$ cat config.mk
export PLATFORM = sky130hd
export DESIGN_NAME = wave_delay_player
export DESIGN_NICKNAME = d
export VERILOG_FILES = /design/src/rtl/wave_delay_player_pkg.sv /design/src/rtl/wave_delay_player_counter.sv /design/src/rtl/wave_delay_player.sv
export SDC_FILE = /design/constraint.sdc
export NUM_CORES = 1
export LEC_CHECK = 0
export CAP_MARGIN = 30
export CORE_MARGIN = 2
export CORE_UTILIZATION = 47
export CTS_CLUSTER_SIZE = 8
export DETAILED_ROUTE_END_ITERATION = 16
export PLACE_DENSITY = 0.76
export SKIP_CTS_REPAIR_TIMING = 1
export SLEW_MARGIN = 20
export SYNTH_ARGS = -nofsm -noshare
export SYNTH_HDL_FRONTEND = slang
export SYNTH_SLANG_ARGS = --single-unit
$ cat constraint.sdc
create_clock -name I_clk_10M -period 1.45 [get_ports I_clk_10M]
set_clock_uncertainty 0.05 [all_clocks]
set_input_delay 0.29 -clock I_clk_10M [delete_from_list [all_inputs] [get_ports I_clk_10M]]
set_output_delay 0.29 -clock I_clk_10M [all_outputs]
set_load 0.02 [all_outputs]
$ cat src/rtl/wave_delay_player_pkg.sv
// Shared definitions for the wave delay player.
// Holds the FSM state encoding and the address/delay width defaults that the
// UART receive path also uses when it fills the per-channel delay RAMs.
package wave_delay_player_pkg;

    localparam int WDP_ADDR_W  = 11;
    localparam int WDP_DELAY_W = 24;

    typedef enum logic [2:0] {
        ST_IDLE  = 3'd0,
        ST_FETCH = 3'd1,
        ST_COUNT = 3'd2,
        ST_PULSE = 3'd3,
        ST_DONE  = 3'd4
    } wdp_state_t;

endpackage

$ cat src/rtl/wave_delay_player_counter.sv
// Loadable down-counter with terminal-count flags.
// Ports:
//   i_clk       clock
//   i_rst       asynchronous reset, active-high (clears count)
//   i_load      load i_load_val (has priority over i_en)
//   i_load_val  value to load
//   i_en        decrement by one; holds at zero, so it never underflows
//   o_zero      count == 0
//   o_one       count == 1
module wave_delay_player_counter #(
    parameter int W = 24
) (
    input  logic         i_clk,
    input  logic         i_rst,
    input  logic         i_load,
    input  logic [W-1:0] i_load_val,
    input  logic         i_en,
    output logic         o_zero,
    output logic         o_one
);

    logic [W-1:0] r_count;

    always_ff @(posedge i_clk or posedge i_rst) begin
        if (i_rst) begin
            r_count <= '0;
        end else if (i_load) begin
            r_count <= i_load_val;
        end else if (i_en && (r_count != '0)) begin
            r_count <= r_count - W'(1);
        end
    end

    assign o_zero = (r_count == '0);
    assign o_one  = (r_count == W'(1));

endmodule

$ cat src/rtl/wave_delay_player.sv
// Wave delay player: on a trigger, reads the delay word stored at the wave ID
// from the delay RAM, counts it down in 10 MHz ticks, then emits a fixed-width
// pulse. Owns only the RAM read port.
//
//   state  | meaning
//   IDLE   | waiting for I_trig; address latched and RAM read issued on accept
//   FETCH  | waiting RAM_RD_LAT cycles; delay captured on the last one
//   COUNT  | delay counter running down to 1
//   PULSE  | O_pulse high for PULSE_W cycles
//   DONE   | O_done strobe, back to IDLE
//
// Ports:
//   I_clk_10M   10 MHz system clock
//   I_rst       asynchronous reset, active-high (released synchronously inside)
//   I_trig      start strobe, accepted only in IDLE
//   I_wave_id   wave ID / RAM address, sampled with an accepted trigger
//   I_abort     cancel playback (ignored in IDLE)
//   O_RAM_ADDR  RAM read address, holds last accepted ID
//   O_RAM_EN    RAM read enable, one cycle per accepted trigger
//   I_RAM_DOUT  RAM read data (delay word)
//   O_pulse     delayed output pulse
//   O_busy      high whenever not IDLE
//   O_done      one-cycle strobe at normal completion
//   O_err       one-cycle strobe when a trigger arrives while busy
module wave_delay_player
    import wave_delay_player_pkg::*;
#(
    parameter int ADDR_W     = WDP_ADDR_W,
    parameter int DELAY_W    = WDP_DELAY_W,
    parameter int RAM_RD_LAT = 2,
    parameter int PULSE_W    = 10
) (
    input  logic               I_clk_10M,
    input  logic               I_rst,
    input  logic               I_trig,
    input  logic [ADDR_W-1:0]  I_wave_id,
    input  logic               I_abort,
    output logic [ADDR_W-1:0]  O_RAM_ADDR,
    output logic               O_RAM_EN,
    input  logic [DELAY_W-1:0] I_RAM_DOUT,
    output logic               O_pulse,
    output logic               O_busy,
    output logic               O_done,
    output logic               O_err
);

    localparam int         PW_W       = $clog2(PULSE_W + 1);
    localparam logic [2:0] FETCH_LAST = 3'(RAM_RD_LAT - 1);

    logic [1:0]        r_rst_sync;
    logic              w_rst;
    wdp_state_t        r_state;
    logic [2:0]        r_fetch_cnt;
    logic              r_pulse;
    logic              r_done;
    logic              r_err;
    logic              r_ram_en;
    logic [ADDR_W-1:0] r_ram_addr;

    logic w_fetch_last;
    logic w_dout_zero;
    logic w_dly_zero;
    logic w_dly_one;
    logic w_pls_zero;
    logic w_pls_one;
    logic w_count_end;
    logic w_pulse_end;
    logic w_pls_load;

    // Reset asserts immediately, releases two clocks after I_rst falls.
    always_ff @(posedge I_clk_10M or posedge I_rst) begin
        if (I_rst) begin
            r_rst_sync <= 2'b11;
        end else begin
            r_rst_sync <= {r_rst_sync[0], 1'b0};
        end
    end
    assign w_rst = r_rst_sync[1];

    assign w_fetch_last = (r_state == ST_FETCH) && (r_fetch_cnt == FETCH_LAST);
    assign w_dout_zero  = (I_RAM_DOUT == '0);
    // Zero flags are only a guard; the normal exit is at count==1.
    assign w_count_end  = w_dly_one || w_dly_zero;
    assign w_pulse_end  = w_pls_one || w_pls_zero;
    assign w_pls_load   = (w_fetch_last && w_dout_zero) ||
                          ((r_state == ST_COUNT) && w_count_end);

    wave_delay_player_counter #(.W(DELAY_W)) u_dly_cnt (
        .i_clk      (I_clk_10M),
        .i_rst      (w_rst),
        .i_load     (w_fetch_last),
        .i_load_val (I_RAM_DOUT),
        .i_en       (r_state == ST_COUNT),
        .o_zero     (w_dly_zero),
        .o_one      (w_dly_one)
    );

    wave_delay_player_counter #(.W(PW_W)) u_pls_cnt (
        .i_clk      (I_clk_10M),
        .i_rst      (w_rst),
        .i_load     (w_pls_load),
        .i_load_val (PW_W'(PULSE_W)),
        .i_en       (r_state == ST_PULSE),
        .o_zero     (w_pls_zero),
        .o_one      (w_pls_one)
    );

    always_ff @(posedge I_clk_10M or posedge w_rst) begin
        if (w_rst) begin
            r_state     <= ST_IDLE;
            r_fetch_cnt <= '0;
            r_pulse     <= 1'b0;
            r_done      <= 1'b0;
            r_err       <= 1'b0;
            r_ram_en    <= 1'b0;
            r_ram_addr  <= '0;
        end else begin
            r_done   <= 1'b0;
            r_ram_en <= 1'b0;
            r_err    <= I_trig && (r_state != ST_IDLE);
            case (r_state)
                ST_IDLE: begin
                    if (I_trig) begin
                        r_ram_addr  <= I_wave_id;
                        r_ram_en    <= 1'b1;
                        r_fetch_cnt <= '0;
                        r_state     <= ST_FETCH;
                    end
                end
                ST_FETCH: begin
                    if (I_abort) begin
                        r_state <= ST_IDLE;
                    end else if (w_fetch_last) begin
                        // A zero delay skips COUNT so the pulse follows the fetch directly.
                        if (w_dout_zero) begin
                            r_pulse <= 1'b1;
                            r_state <= ST_PULSE;
                        end else begin
                            r_state <= ST_COUNT;
                        end
                    end else begin
                        r_fetch_cnt <= r_fetch_cnt + 3'd1;
                    end
                end
                ST_COUNT: begin
                    if (I_abort) begin
                        r_state <= ST_IDLE;
                    end else if (w_count_end) begin
                        r_pulse <= 1'b1;
                        r_state <= ST_PULSE;
                    end
                end
                ST_PULSE: begin
                    if (I_abort) begin
                        r_pulse <= 1'b0;
                        r_state <= ST_IDLE;
                    end else if (w_pulse_end) begin
                        r_pulse <= 1'b0;
                        r_done  <= 1'b1;
                        r_state <= ST_DONE;
                    end
                end
                ST_DONE: begin
                    r_state <= ST_IDLE;
                end
                default: begin
                    r_pulse <= 1'b0;
                    r_state <= ST_IDLE;
                end
            endcase
        end
    end

    assign O_RAM_ADDR = r_ram_addr;
    assign O_RAM_EN   = r_ram_en;
    assign O_pulse    = r_pulse;
    assign O_busy     = (r_state != ST_IDLE);
    assign O_done     = r_done;
    assign O_err      = r_err;

endmodule
==> run_results.csv <==
group,metric,value,unit
status,outcome,"complete, but fails checks",
status,failed_checks,"negative setup slack",
synthesis,synth-seq-cells,51,
route,wl_per_cell,24.6,um
clocking,insertion_delay,0.34,ns
power_and_ir_drop,p_leak,2.36,nW
setup_path,r2r_cells,5,
power_and_ir_drop,power.density,1870,mW/mm^2
setup_path,cp_cell_sequence,"or4_4 -> or4_4 -> a211oi_2 -> mux2i_1 -> a21o_1",
grt,overflow,0,
clocking,cts_root_buf,"clkbuf_8",
place,dp_hpwl,6.85,mm
grt,met2_usage,43.3,%
timing,whs,0.166,ns
floorplanning,pin_count,55,
flow_run,drv_cap,0,
timing,fin_crit_sh,151,%
clocking,clk_pin_slew,0.12,ns
timing,setup_tns,-23.61,ns
synthesis,syn_area_per_cell,9.43,sq um
synthesis,ys_warn_count,0,
synthesis,ys_seq_area_share,43.5,%
clocking,clkSinkCount,51,
grt,globalRouteTotalUtil,25.8,%
route,routed_wl,13.8,mm
route,ant_nets,0,
route,firstDrtPassIters,8,
setup_path,max_stage_delay,0.56,ns
setup_path,worstPathArrival,2.40,ns
timing,rsz0062_at_grt,"true",
setup_path,crit_top_cell,"or4_4",
timing,max_freq,458,MHz
power_and_ir_drop,ir_drop,0.00144,V
setup_path,worstPathRequired,1.67,ns
setup_path,crit_path_end_kind,"flop",
setup_path,cp-start-kind,"flop",
place,port_buffers,54,
synthesis,netlist_area,0.00294,sq mm
synthesis,netlist_instances,312,
floorplanning,core_area,0.00599,sq mm
route,via_count,3767,
clocking,cts_buffers,5,
synthesis,async_flop_share,100,%
finish,nets,529,
finish,nFillCells,251,
synthesis,ys.flop_type,"dfrtp_1",
grt,first_global_vias,3104,
setup_path,critPathSlowestCell,"or4_4",
grt,use_met1,33.6,%
grt,grt_pass1_wl,14.6,mm
synthesis,synth_edf_count,0,
setup_path,r2r_start,"u_dly_cnt.r_count[16]",
clocking,h-tree-depth,2,
floorplanning,die-height,83.1,um
timing,fin_ws,-0.735,ns
grt,busiest_layer,"met2",
route,drc,0,
setup_path,worst-path-max-fanout,4,
setup_path,crit_type,"reg -> reg",
grt,grt_max_degree,28,
grt,antenna_found_initial,1,
clocking,cts_tree,"yes",
timing,hold_viol_final,0,
timing,layout_min_cycle_time,2.19,ns
setup_path,crit_buf_inv,0,
route,vias_per_cell,6.73,
clocking,clockBufferDepth,2,
floorplanning,dieArea,0.00691,sq mm
finish,drive_gt1_share,49.2,%
floorplanning,die_x,83.1,um
finish,layout-area-overhead-vs-synth,79.7,%
timing,slew_viol_final,0,
grt,grt_use_met3,5.57,%
setup_path,reg2reg_slack,-0.74,ns
setup_path,crit_family,"simple AND/OR/NAND/NOR gates",
floorplanning,num_rows,28,
synthesis,ys_types,61,
timing,setup_violations,47,
place,gp_congestion,0.912,
synthesis,syn-num-nets,358,
floorplanning,start_util,49.1,%
setup_path,r2r_end,"u_dly_cnt.r_count[23]",
hold_path,hp-class,"reg -> async",
route,drt_iter0_markers,485,
cell type report:
type	count	area, sq um	share of cell area, %
Timing Repair Buffer	182	1730	32.6
Clock buffer	5	68.8	1.30
Multi-Input combinational cell	232	2040	38.7
Sequential cell	51	1280	24.2
Inverter	11	45.0	0.852
Antenna cell	1	2.50	0.0473
Tap cell	75	93.8	1.78
Clock inverter	3	25.0	0.473
cell usage after synthesis (all sizes together), types with 3 or more instances:
master | number | share of area (%)
nor3 | 10 | 1.7
o31ai | 6 | 1.5
a21oi | 4 | 0.81
nand2b | 4 | 0.85
mux2i | 3 | 1.0
a31oi | 5 | 1.1
or2 | 6 | 1.3
or3 | 11 | 2.4
a221o | 3 | 1.0
dfrtp | 49 | 42
nand3 | 13 | 2.2
mux2 | 11 | 4.2
o311ai | 6 | 1.8
o211ai | 5 | 1.3
a211o | 3 | 0.89
a211oi | 3 | 0.94
clkbuf | 9 | 1.1
nor4 | 19 | 4.3
buf | 9 | 1.7
nor2 | 25 | 3.3
o21ai | 14 | 2.4
nand4 | 3 | 0.85
or4 | 11 | 2.9
xnor2 | 3 | 0.89
inv | 11 | 1.4
ha | 7 | 3.0
nand2 | 28 | 3.6
cell usage in the layout, fill, tap and decap left out, drive strengths merged, types with 7 or more instances in the layout:
master         Yosys  routed
ha                 7       7
nand3             13      13
dlymetal6s2s       0      15
or4               11      11
inv               11      12
buf                9     127
nor4              19      19
o21ai             14      14
clkdlybuf4s50      0      38
or3               11      11
clkbuf             9       7
nor2              25      25
dfrtp             49      49
nor3              10      10
nand2             28      28
mux2              11      11
flip-flops by register name, indices dropped and copies added, names as in the netlist:
name and cells:
u_dly_cnt.r_count 24, r_fetch_cnt 3, O_pulse 1, O_done 1, O_RAM_EN 1, r_state 3, u_pls_cnt.r_count 4, O_err 1
O_RAM_ADDR 11, r_rst_sync 2
how the worst max path moves through the flow:
stage / from / depth (start not counted) / slack [ns] / end
detailed placement: I_RAM_DOUT[21] / 6 / -0.83 / O_pulse
floorplan: r_state[0] / 7 / -0.66 / u_dly_cnt.r_count[23]
finish: u_dly_cnt.r_count[16] / 5 / -0.74 / u_dly_cnt.r_count[23]
global placement: I_RAM_DOUT[21] / 6 / -0.79 / O_pulse
global route: u_dly_cnt.r_count[21] / 8 / -0.76 / u_dly_cnt.r_count[15]
CTS: r_state[0] / 3 / -0.72 / O_busy
through the flow:
step / power [mW] / utilization, % / cells / instance area [sq um] / setup slack, ns
after floorplan: 4.90 / - / 312 / 3100 / -0.657
after global placement: 6.93 / 73.9 / 527 / 4430 / -0.787
after detailed placement: 7.14 / 73.9 / 527 / 4430 / -0.834
after CTS: 8.07 / 75.5 / 535 / 4520 / -0.718
after global routing: 10.2 / 88.2 / 559 / 5280 / -0.756
final: 9.90 / 88.2 / 560 / 5290 / -0.735
report_power, final:
group	total [mW]	internal (mW)	leakage, nW	switching, mW
sequential	2.66	2.04	0.615	0.620
combinational	6.29	3.16	1.70	3.13
clock	0.956	0.354	0.0452	0.602
cell families (layout without fill, tap and decap cells):
group,after synthesis,in the layout,synth area share (%)
compound gates,67,67,17.0
xor+xnor,5,5,1.49
other cells,1,2,0.127
buf+inv,29,201,4.25
mux,14,14,5.23
flops,51,51,43.5
simple gates,138,138,25.4
fa+ha+maj,7,7,2.98
metal layers:
layer	part of all wire (%)	vias to the layer above
met2	47	345
met5	0	-
met4	7.4	0
met3	10	118
li1	-	1532
met1	35	1772
(Power assumes the default switching activity.)
